## src/rtl/seq_divider.sv

```systemverilog
// seq_divider: iterative restoring divider, one quotient bit per clock, start/busy/done handshake.
// Define SEQ_DIV_SIGNED_EN to honour is_signed; otherwise every operation is unsigned.
module seq_divider #(
  parameter int WIDTH = 32,
  localparam int CNT_W = $clog2(WIDTH) + 1
) (
  input  logic             clk,
  input  logic             rst,
  input  logic             start,
  input  logic             is_signed,
  input  logic [WIDTH-1:0] op_a,
  input  logic [WIDTH-1:0] op_b,
  output logic             busy,
  output logic             done,
  output logic [WIDTH-1:0] quot,
  output logic [WIDTH-1:0] rem,
  output logic             div_by_zero
);
  localparam logic [1:0] IDLE = 2'd0, CALC = 2'd1, DONE = 2'd2;
  logic [1:0] state;
  logic [CNT_W-1:0] cnt;
  logic [WIDTH-1:0] a, b, r, a_in, b_in, a_nx, r_nx, q_fix, r_fix;
  logic [WIDTH:0] r_sh, t;
  logic accept;
  assign accept = state == IDLE && start;
  assign busy = state == CALC;
  assign done = state == DONE;
  // a doubles as dividend shifter and quotient accumulator
  assign r_sh = {r, a[WIDTH-1]};
  assign t = r_sh + ~{1'b0, b} + 1'b1;
  assign r_nx = t[WIDTH] ? r_sh[WIDTH-1:0] : t[WIDTH-1:0];
  assign a_nx = {a[WIDTH-2:0], ~t[WIDTH]};
`ifdef SEQ_DIV_SIGNED_EN
  logic sa, sb, neg_q, neg_r;
  assign sa = is_signed & op_a[WIDTH-1];
  assign sb = is_signed & op_b[WIDTH-1];
  assign a_in = sa ? -op_a : op_a;
  assign b_in = sb ? -op_b : op_b;
  always_ff @(posedge clk or posedge rst)
    if (rst) begin
      neg_q <= 1'b0;
      neg_r <= 1'b0;
    end else if (accept) begin
      neg_q <= sa ^ sb;
      neg_r <= sa;
    end
  assign q_fix = neg_q ? -a_nx : a_nx;
  assign r_fix = neg_r ? -r_nx : r_nx;
`else
  logic unused_signed;
  assign unused_signed = is_signed;
  assign a_in = op_a;
  assign b_in = op_b;
  assign q_fix = a_nx;
  assign r_fix = r_nx;
`endif
  always_ff @(posedge clk or posedge rst)
    if (rst) begin
      state <= IDLE;
      cnt <= '0;
      a <= '0;
      b <= '0;
      r <= '0;
      quot <= '0;
      rem <= '0;
      div_by_zero <= 1'b0;
    end else if (state == IDLE) begin
      if (start) begin
        a <= a_in;
        b <= b_in;
        r <= '0;
        cnt <= '0;
        if (op_b == '0) begin
          quot <= '1;
          rem <= op_a;
          div_by_zero <= 1'b1;
          state <= DONE;
        end else state <= CALC;
      end
    end else if (state == CALC) begin
      a <= a_nx;
      r <= r_nx;
      cnt <= cnt + 1'b1;
      if (cnt == CNT_W'(WIDTH - 1)) begin
        quot <= q_fix;
        rem <= r_fix;
        div_by_zero <= 1'b0;
        state <= DONE;
      end
    end else state <= IDLE;
endmodule

```

## config.mk

```make
export PLATFORM = sky130hd
export DESIGN_NAME = seq_divider
export DESIGN_NICKNAME = d
export VERILOG_FILES = /design/src/rtl/seq_divider.sv
export SDC_FILE = /design/constraint.sdc
export NUM_CORES = 1
export LEC_CHECK = 0
export CORE_ASPECT_RATIO = 1.2
export CORE_UTILIZATION = 34
export DETAILED_ROUTE_END_ITERATION = 8
export DONT_BUFFER_PORTS = 1
export PLACE_DENSITY = 0.6
export SLEW_MARGIN = 40
export SYNTH_ARGS = -nofsm -noshare
export SYNTH_HDL_FRONTEND = slang
export SYNTH_SLANG_ARGS = --single-unit
```

## constraint.sdc

```tcl
create_clock -name clk -period 13.3 [get_ports clk]
set_input_delay 1.995 -clock clk [delete_from_list [all_inputs] [get_ports clk]]
set_output_delay 1.995 -clock clk [all_outputs]
set_load 0.02 [all_outputs]
```

=== Word-level counts from Yosys, hierarchy flattened ===
Cells that the tools add are included.

* Register bits: 169
* Input port bits: 68
* Output and inout bits: 67
* Logic and storage cells: 57

* Add/sub/neg operators: 3
* Equal/unequal tests: 6
* Multiplexer cells: 30
* Bitwise gates (word level): 2
* Reduce and logical (&&, ||, !) cells: 8

{| class="wikitable"
|+ Operators by type and width
! operator !! number
|-
| 2-to-1 mux 32 bit || 17
|-
| adder 33 x 1 -> 33 bit, second input constant || 1
|-
| adder 33 bit || 1
|-
| NOT 32 -> 33 bit || 1
|-
| zero test 32 bit || 1
|-
| 2-to-1 mux 6 bit || 3
|-
| 2-to-1 mux 2 bit || 5
|-
| adder 6 x 1 -> 6 bit, second input constant || 1
|-
| == test 6 x 5 -> 1 bit, second input constant || 1
|-
| AND reduction 2 bit || 3
|-
| 2-to-1 mux 1 bit || 5
|-
| AND reduction 4 bit || 1
|-
| nonzero test 2 bit || 2
|-
| inequality test 3 x 1 -> 1 bit, second input constant || 1
|-
| == test 2 x 1 -> 1 bit, second input constant || 1
|-
| == test 2 bit, second input constant || 1
|-
| zero test 2 bit || 1
|-
| inequality test 2 x 1 -> 1 bit, second input constant || 1
|-
| inequality test 2 bit, second input constant || 1
|-
| NOT 1 bit || 1
|}

=== Logic depth before layout (Yosys ltp) ===
* Word-level depth: 7
* Depth in mapped cells: 14
* Depth with buffers taken out: 12

=== Worst setup path before layout ===
Ideal clock, no wire load.

* Path type: input port to flip-flop
* From: input op_b[0]
* To: register rem[2]
* Setup time: 0.137 ns
* Data arrival time: 3.473 ns
* Required time: 13.163 ns
* Path slack: 9.690 ns
* Stages on the path: 8
* Path buffers: 1
* Cell sequence: nor4_1 nand2_1 nor4_2 nor2_1 clkbuf_1 or3_1 o21ai_0 a21oi_1

* Longest elaborated chain between the ends: 3

{| class="wikitable"
|+ RTL lines
! item !! RTL line !! RTL
|-
| start: declaration || 12 || <nowiki>input logic [WIDTH-1:0] op_b,</nowiki>
|-
| zero test 32 bit || 73 || <nowiki>if (op_b == '0) begin</nowiki>
|-
| inequality test 2 x 1 -> 1 bit (no line) || - ||
|-
| AND reduction 4 bit (no line) || - ||
|-
| end signal: assignment || 75 || <nowiki>rem <= op_a;</nowiki>
|-
| end signal: assignment || 86 || <nowiki>rem <= r_fix;</nowiki>
|-
| end: declaration || 16 || <nowiki>output logic [WIDTH-1:0] rem,</nowiki>
|}

Every way passes these cells.
A chain may end at the register's enable or synchronous reset.

=== Final worst setup path ===
* From: input op_b[24]
* To: register quot[1]

* Longest elaborated chain between the ends: 3

{| class="wikitable"
|+ RTL lines
! item !! RTL line !! RTL
|-
| zero test 32 bit || 73 ||
|-
| inequality test 2 x 1 -> 1 bit (no line) || - ||
|-
| AND reduction 4 bit (no line) || - ||
|-
| end signal: assignment || 85 || <nowiki>quot <= q_fix;</nowiki>
|-
| end: declaration || 15 || <nowiki>output logic [WIDTH-1:0] quot,</nowiki>
|}

Every way passes these cells.

==> impl_metrics.py <==
metrics = {
    "die": {
        "rows": 65,
        "dieHeight_microns": 182,
        "initial_core_util_pct": 34.8,
        "core-area_sq_um": 26400,
        "dieArea_sq_um": 27700,
        "die_x_microns": 152,
        "ios": 135,
    },
    "yosys": {
        "async_reset_ff_share_pct": 100,
        "syn_nets": 1147,
        "syn_area_per_cell_sq_um": 8.81,
        "synth_most_common_cell": "nand2_1",
        "synth.largest_area_cell": "dfrtp_1",
        "yosys_warnings": 0,
        "synth_edf_count": 0,
        "ys_seq_area_share_pct": 46.0,
        "ys_types": 65,
        "synth.cells.most_frequent": "197 x nand2_1, 169 x dfrtp_1, 100 x o21ai_0",
        "ys_ff_latch": 169,
        "synth_cells": 1045,
        "synth_area_leaders": "dfrtp_1 46%, nand2_1 8.0%, o21ai_0 5.4%",
        "synth_ff_type": "dfrtp_1",
        "syn_area_sq_um": 9200,
        "netlist.area_leader.share_pct": 46.0,
    },
    "timing": {
        "fin_skew_ns": 0.00687,
        "slew_viol_final": 0,
        "rsz0062_at_grt": "no",
        "max_freq_mhz": 223,
        "min_period_ns": 4.49,
        "setup_violations": 0,
        "fin_setup_tns_ns": 0,
        "hold_viol": 0,
        "tightest_slew_ns": 0.713,
        "slew_headroom_pct": 52.4,
        "finalCritPeriodShare_pct": 33.8,
    },
    "clock_network": {
        "htreeDepth": 4,
        "cts_resized": 0,
        "postCtsHoldBufs": 0,
        "cts_root_buffer": "clkbuf_16",
        "clock_sinks": 169,
        "clk_path_buf_depth": 2,
        "clk_latency_ns": 0.43,
        "cts_buffers": 17,
        "cts_tree": "done",
        "clkTransAtPathRegs_ns": 0.07,
        "postCtsSetupBuffers": 0,
    },
    "layout": {
        "final_util_pct": 38.4,
        "drive_above_1_share_pct": 9.61,
        "fillers": 2652,
        "area_delta_synth_final_pct": 10.4,
        "nNetsFinal": 1119,
        "register_area_sq_um": 4230,
        "multi_input_area_sq_um": 4610,
        "n_antenna_cell": 0,
        "design_area_sq_um": 10200,
        "fin_cells": 1365,
    },
    "drt": {
        "ant_nets": 0,
        "vias": 7284,
        "drcViolationCount": 11,
        "first_pass_iters": 7,
        "wl_per_cell_microns": 17.6,
        "wl_microns": 24100,
        "viasPerCell": 5.34,
        "drtIter0Drc": 329,
    },
    "pwr": {
        "p_sw_w": 0.00108,
        "pwr-share-clk_pct": 21.1,
        "total_leakage_power_nw": 4.45,
        "ir_worst_vdd_mv": 0.100,
        "pwr-share-seq_pct": 30.6,
        "finalPower_w": 0.00253,
        "p_int_w": 0.00145,
        "power_density_nw_per_um2": 249,
        "swShare_pct": 42.6,
        "combPwrFrac_pct": 48.4,
    },
    "worst_setup_path": {
        "cp_max_fo": 62,
        "required_ns": 13.67,
        "worst_setup_path_end_kind": "register",
        "path_delay_family": "simple AND/OR/NAND/NOR gates",
        "critPathMaxStageDelay_ns": 0.49,
        "critical_path_class": "in -> reg",
        "critPathMostFrequentCell": "buf_4",
        "critPathBufInv": 3,
        "critPathLaunchType": "input port",
        "slowest_stage": "nor4_1",
        "arrival_ns": 4.86,
        "path_cells": "nor4_1, nand4_1, nor4_4, nor2_4, buf_4, inv_2, buf_4, o21ai_0, nand2_1",
    },
    "run_status": {
        "status": "finished with violations",
        "failed_checks": "design-rule violations",
    },
    "global_route": {
        "grt_pass1_vias": 7255,
        "grt_pass1_wl_microns": 39000,
        "grt_max_degree": 108,
        "grt_overflow": 0,
        "antenna_found_initial": 0,
        "track_usage_pct": 17.9,
    },
    "placed_design": {
        "placed_cell_area_sq_um": 9480,
        "port_buffers": 0,
        "gp_congestion": 0.823,
        "dp_hpwl_microns": 17500,
        "dp_cells": 1332,
    },
    "hold_path": {
        "hp-class": "reg -> reg",
    },
    "run": {
        "maxCapViolCount": 0,
    },
}
-- metal layers --
layer  global-route usage [%]  routed length [microns]  share of wire (%)
met1                     22.8                    10900                 45
met2                     28.4                    10900                 45
met3                     5.13                     1500                6.2
met4                     7.55                      735                3.1
met5                        0                        0                  0
-- flip-flops by register name (all words and copies together), names as in the netlist --
name,count
cnt,6
rem,32
div_by_zero,1
state,2
b,32
r,32
quot,32
a,32
-- layout make-up --
type                    count  share of cell area (%)
clock buffers              19                    4.36
clock inverters            13                    1.90
inverters                  41                    1.59
multi-input cells         777                    45.4
flip-flops and latches    169                    41.6
well taps                 335                    4.13
repair buffers             11                    1.05
-- power by group through the flow --
stage	clock network, W	registers (W)	logic [W]
global route	0.000565	0.000795	0.00138
CTS	0.000548	0.000774	0.00122
finish	0.000533	0.000774	0.00122
floorplan	0	0.000741	0.000992
detailed placement	0	0.000782	0.00122
global placement	0	0.000778	0.00120
-- worst register-to-register path, stage by stage, from the launching register on --
cell and delay (ns):
dfrtp_1 0.47, inv_1 0.08, ha_1 0.23, fa_1 0.41, nand2b_1 0.18, a21oi_1 0.22, o21ai_0 0.30, o211ai_2 0.36
o2111ai_2 0.17, nand3_2 0.21, buf_4 0.50, mux2_2 0.45, nor2_1 0.17, o21ai_0 0.12
-- placed cells by master, fill, tap and decap left out, types with 5 or more instances in the layout --
cell          n
a211oi_1      7
a21o_1       13
a21oi_1      69
a31oi_1      40
and3_1        5
buf_4         9
clkbuf_16    17
clkinvlp_4    5
dfrtp_1     169
ha_1         33
inv_1        39
mux2_2       34
mux2i_1       7
nand2_1     195
nand2b_1     10
nand3_1      14
nand4_1      13
nor2_1       75
nor2b_1       6
nor3_1       14
nor4_1       12
o21a_1        7
o21ai_0     100
o21ai_1      18
o31ai_1       5
or3_1        21
xnor2_1       8
xor2_1       15
-- cells by family after synthesis --
family                   synth area share, %
AO/OA/AOI/OAI                           19.1
XOR/XNOR                                2.19
adder cells (fa/ha/maj)                 4.70
buffers and inverters                   4.39
flip-flops                              46.0
multiplexers                            4.92
AND/OR/NAND/NOR                         18.8
-- final timing paths --
kind | start | to | slack, ns | cells after the start
max reg2reg | a[31] | rem[17] | 9.30 | 13
min in group asynchronous | rst | rem[29] | 1.40 | 1
max in group asynchronous | rst | quot[6] | 11.01 | 2
max | op_b[24] | quot[1] | 8.81 | 9
min | b[19] | b[19] | 0.51 | 1
min reg2reg | b[19] | b[19] | 0.51 | 1
-- stage by stage --
step	setup WS [ns]	hold WS [ns]
final	8.81	0.509
after global routing	8.51	0.523
after detailed placement	7.92	0.494
after floorplan	6.73	0.470
after global placement	7.99	0.489
after CTS	8.38	0.510
Power figures use the tool's default switching activity.
